[src/rtl/mesi_cache_sequencer.sv]
// MESI cache request sequencer: tag lookup, external state-FSM decision,
// bus arbitration/snoop with timeout, and tag write-back of the new line state.
//
// state  | meaning
// IDLE   | ready for a CPU request
// LOOKUP | tag state read returns, captured into cur_state
// DECIDE | state FSM picks next state or a bus command
// ARB    | requesting the bus until granted
// SNOOP  | bus command issued, waiting for peers (bounded)
// COMMIT | write new line state, signal completion
module mesi_cache_sequencer #(
    parameter int ADDR_W    = 32,
    parameter int SNOOP_TMO = 15
) (
    input  logic              clk,
    input  logic              rst,
    input  logic              cpu_valid,
    input  logic [1:0]        cpu_req,
    input  logic [ADDR_W-1:0] cpu_addr,
    output logic              cpu_ready,
    output logic              cpu_done,
    output logic              cpu_err,
    output logic              tag_rd_en,
    output logic [ADDR_W-1:0] tag_addr,
    input  logic [1:0]        tag_state_i,
    output logic              tag_wr_en,
    output logic [1:0]        tag_wr_state,
    output logic [1:0]        fsm_cur_state,
    output logic [1:0]        fsm_cpu_req,
    output logic              fsm_bus_shared,
    input  logic [1:0]        fsm_next_state,
    input  logic [1:0]        fsm_bus_req_type,
    output logic              bus_req,
    input  logic              bus_gnt,
    output logic              bus_valid,
    output logic [1:0]        bus_cmd,
    output logic [ADDR_W-1:0] bus_addr,
    input  logic              bus_snoop_done,
    input  logic              bus_shared
);

    typedef enum logic [2:0] {
        S_IDLE, S_LOOKUP, S_DECIDE, S_ARB, S_SNOOP, S_COMMIT
    } state_t;

    // Down-counter loaded on grant; reaching zero marks the last allowed SNOOP cycle.
    localparam logic [7:0] TMO_LOAD = 8'(SNOOP_TMO - 1);

    state_t            state, state_nxt;
    logic              rdy_q;
    logic [1:0]        req_q, cur_q, nxt_q, cmd_q;
    logic [ADDR_W-1:0] addr_q;
    logic [7:0]        cnt_q;
    logic              accept;

    // rdy_q keeps cpu_ready low until the first clock edge after reset release.
    assign accept   = (state == S_IDLE) && rdy_q && cpu_valid &&
                      ((cpu_req == 2'b01) || (cpu_req == 2'b10));
    assign tag_addr = accept ? cpu_addr : addr_q;

    always_ff @(posedge clk or posedge rst) begin
        if (rst) begin
            state  <= S_IDLE;
            rdy_q  <= 1'b0;
            req_q  <= '0;
            cur_q  <= '0;
            nxt_q  <= '0;
            cmd_q  <= '0;
            addr_q <= '0;
            cnt_q  <= '0;
        end else begin
            state <= state_nxt;
            rdy_q <= 1'b1;
            case (state)
                S_IDLE: begin
                    if (accept) begin
                        req_q  <= cpu_req;
                        addr_q <= cpu_addr;
                    end
                end
                S_LOOKUP: cur_q <= tag_state_i;
                S_DECIDE: begin
                    if (fsm_bus_req_type == 2'b00) nxt_q <= fsm_next_state;
                    else                           cmd_q <= fsm_bus_req_type;
                end
                S_ARB: begin
                    if (bus_gnt) cnt_q <= TMO_LOAD;
                end
                S_SNOOP: begin
                    if (bus_snoop_done)     nxt_q <= fsm_next_state;
                    else if (cnt_q != 8'd0) cnt_q <= cnt_q - 8'd1;
                end
                default: ;
            endcase
        end
    end

    always_comb begin
        state_nxt      = state;
        cpu_ready      = 1'b0;
        cpu_done       = 1'b0;
        cpu_err        = 1'b0;
        tag_rd_en      = 1'b0;
        tag_wr_en      = 1'b0;
        tag_wr_state   = 2'b00;
        fsm_cur_state  = 2'b00;
        fsm_cpu_req    = 2'b00;
        fsm_bus_shared = 1'b0;
        bus_req        = 1'b0;
        bus_valid      = 1'b0;
        bus_cmd        = 2'b00;
        bus_addr       = '0;
        case (state)
            S_IDLE: begin
                cpu_ready = rdy_q;
                tag_rd_en = accept;
                if (accept) state_nxt = S_LOOKUP;
            end
            S_LOOKUP: state_nxt = S_DECIDE;
            S_DECIDE: begin
                fsm_cur_state = cur_q;
                fsm_cpu_req   = req_q;
                state_nxt     = (fsm_bus_req_type == 2'b00) ? S_COMMIT : S_ARB;
            end
            S_ARB: begin
                fsm_cur_state = cur_q;
                fsm_cpu_req   = req_q;
                bus_req       = 1'b1;
                if (bus_gnt) state_nxt = S_SNOOP;
            end
            S_SNOOP: begin
                fsm_cur_state = cur_q;
                fsm_cpu_req   = req_q;
                bus_valid     = 1'b1;
                bus_cmd       = cmd_q;
                bus_addr      = addr_q;
                if (bus_snoop_done) begin
                    fsm_bus_shared = bus_shared;
                    state_nxt      = S_COMMIT;
                end else if (cnt_q == 8'd0) begin
                    cpu_done  = 1'b1;
                    cpu_err   = 1'b1;
                    state_nxt = S_IDLE;
                end
            end
            S_COMMIT: begin
                tag_wr_en    = 1'b1;
                tag_wr_state = nxt_q;
                cpu_done     = 1'b1;
                state_nxt    = S_IDLE;
            end
            default: state_nxt = S_IDLE;
        endcase
    end

endmodule
[config.mk]
export PLATFORM = sky130hd
export DESIGN_NAME = mesi_cache_sequencer
export DESIGN_NICKNAME = d
export VERILOG_FILES = /design/src/rtl/mesi_cache_sequencer.sv
export SDC_FILE = /design/constraint.sdc
export NUM_CORES = 1
export LEC_CHECK = 0
export CORE_MARGIN = 8
export CORE_UTILIZATION = 32
export DETAILED_ROUTE_END_ITERATION = 10
export PLACE_DENSITY = 0.68
export SETUP_SLACK_MARGIN = 0.05
export SYNTH_ARGS = -nofsm -noshare
export SYNTH_HDL_FRONTEND = slang
export SYNTH_SLANG_ARGS = --single-unit
export TNS_END_PERCENT = 50
[constraint.sdc]
create_clock -name clk -period 1.9 [get_ports clk]
set_input_delay 0.38 -clock clk [delete_from_list [all_inputs] [get_ports clk]]
set_output_delay 0.38 -clock clk [all_outputs]
set_load 0.05 [all_outputs]
==> impl_metrics.toml <==
[floorplanning]
rows = 33
start_util_pct = 32.8
num_io_pins = 126
die_area_um2 = 11500
fp.dieW_um = 107
core_area_um2 = 8130
dieHeight_um = 107

[cts]
clockBufferDepth = 2
path_clk_slew_ps = 100
clock_tree.root_cell = "clkbuf_8"
h-tree-depth = 2
clkSinkCount = 52
numCtsBuffers = 5
cts_tree = "done"
clock_latency_ps = 300

[setup_path]
cp-start-kind = "flop"
r2r_setup_slack_ps = -90
slowest_delay_ps = 460
critPathMaxFanout = 18
worstReg2RegStart = "state[2]$_DFFE_PP0P_"
critical_path.startpoint = "state[2]$_DFFE_PP0P_"
worst-setup-path-type = "flop to output pin"
worstPathArrival_ps = 1920
cp_data_required_time_ps = 1520
worst_path_max_delay_cell = "dfrtp_2"
r2r-end = "cnt_q[1]$_DFFE_PP0P_"
critical_path_buf_inv_count = 2
end_kind = "output pin"
r2r_cells = 8
crit_chain = "nor4b_4 > nand3_4 > buf_6 > nand2_1 > nand2_4 > buf_12"
crit_family = "simple AND/OR/NAND/NOR gates"

[routing]
wl_per_cell_um = 17.1
dr.pass1.iters = 4
drc_errors = 0
ant_nets = 0
finalWirelength_um = 10500
vias = 2950
vias_per_cell = 4.80
drt-initial-drc-count = 69

[synth]
synth_area_per_cell_um2 = 8.31
ys_warn_count = 0
synth.cell_area_um2 = 2670
ys_seq_area_share_pct = 48.8
syn_nets = 369
ys_types = 39
synth_cells = 321
synth-seq-cells = 52

[placement]
io_buffers = 125
dp_cells = 589
dpl.hpwl_um = 7270
place.gp.congestion = 0.809

[global_route]
antenna_found_initial = 0
grt_pass1_vias = 3182
grt_usage_pct = 17.3
overflow = 0
grt_pass1_wl_um = 16200
grt_max_degree = 43

[cells_and_area]
final_common_cell = "buf_12"
drive_gt1_share_pct = 61.1
final_cell_mix = "86 x buf_12, 62 x nand2_1, 50 x dfrtp_1"
fillers = 467
insertedDiodeCount = 0
layout.nets = 557
utilization_pct = 79.8
syn_to_final_growth_pct = 143
layout.cells.non_filler = 614

[sta]
holdWs_ps = 327
slew_violations = 0
final.setup.worst_slack_ps = -398
finalHoldViolCount = 0
setup_violations = 85
fmax_mhz = 435
rsz0062_at_grt = "true"
fin_crit_ps = 2300
period_share_pct = 121
fin_skew_ps = 8.25

[power]
power.density_nw_per_um2 = 1610
power_mw = 10.5
worst_ir_drop_vdd_uv = 1240
leakagePower_nw = 3.04

[status]
status = "finished, violations left"
violations = "setup timing"

[min_path]
min_path_type = "primary input to asynchronous set/reset pin"

[job]
max-cap-violations = 0
worst register-to-register path, delay by kind of cell (launching register included):
family / cells / cell delay, ps
AO/OA/AOI/OAI: 1 / 190
buffers and inverters: 4 / 440
flip-flops: 1 / 460
multiplexers: 1 / 320
AND/OR/NAND/NOR: 2 / 470
timing repair:
action                     in CTS  in global routing
gates resized for setup        95                 42
hold buffers                    0                  0
hold endpoints to repair        0                  0
setup endpoints to repair      86                 91
gates cloned                    2                  2
pin swaps                      51                 30
setup buffers                   6                 11
cells by family after synthesis:
family	Yosys count	synth area share, %
xor gates and xnor gates	1	0.328
adders and majority gates	2	0.937
other	1	0.141
muxes	11	4.41
buffers and inverters	19	2.95
and+or+nand+nor	216	37.5
DFF	52	48.8
AOI/OAI and AO/OA	19	5.02
per-layer routing:
layer	track usage [%]	share of wire [%]	vias up
li1	-	-	1389
met1	19.4	37	1445
met2	29.7	52	100
met3	7.31	9.1	16
met4	4.22	1.8	0
met5	0	0	-
stage by stage:
step	setup slack [ps]	setup TNS [ps]	instance area (µm²)
6_report	-398	-22990	6490
3_3_place_gp	-331	-13200	5710
4_1_cts	-392	-23010	6190
5_1_grt	-486	-28680	6490
2_1_floorplan	-500	-27330	3190
3_5_place_dp	-376	-14520	5710
synth_stat cells, drive strengths merged:
cell	number	share of area [%]
nand2	140	20
dfrtp	52	49
and2	39	9.1
clkbuf	9	1.3
nor2	7	0.98
nor2b	7	1.6
a21oi	6	1.1
mux2	6	2.5
a211oi	5	1.6
inv	5	0.70
mux2i	5	1.9
buf	4	0.84
nand2b	3	0.70
nand3	3	0.56
o21ai	3	0.70
a22o	2	0.66
and3	2	0.47
ha	2	0.94
nor3b	2	0.56
nor4	2	0.47
or2	2	0.47
or3	2	0.47
or3b	2	0.66
or4	2	0.70
and3b	1	0.33
clkinv	1	0.14
conb	1	0.14
nand3b	1	0.28
nor4b	1	0.33
o2111ai	1	0.33
o21bai	1	0.28
o22a	1	0.33
xor2	1	0.33
registers in the layout, indices dropped and copies added (netlist names):
name / flops
rdy_q: 1
nxt_q: 2
req_q: 2
cur_q: 2
cnt_q: 8
cmd_q: 2
state: 3
addr_q: 32
where the power goes:
part           total (mW)  internal [mW]  switching [mW]
clock network       0.700          0.326           0.374
logic                7.81           3.73            4.08
registers            1.95           1.62           0.330
layout make-up:
cell class,instances,area [µm²],share of cell area [%]
clock buffers,7,96.3,1.48
inverters,6,42.5,0.656
multi-input cells,250,2150,33.1
flip-flops and latches,52,1300,20.1
well taps,105,131,2.02
repair buffers,194,2770,42.6
worst max-delay path by stage:
stage               slack (ps)  depth (start not counted)           end
global placement          -330                          8  tag_addr[25]
CTS                       -390                          4      cpu_done
finish                    -400                          6  tag_addr[21]
detailed placement        -380                          7  tag_addr[18]
global route              -490                          6  tag_addr[21]
floorplan                 -500                          5      cpu_done
Note: power is estimated with default switching activity, not from simulation.
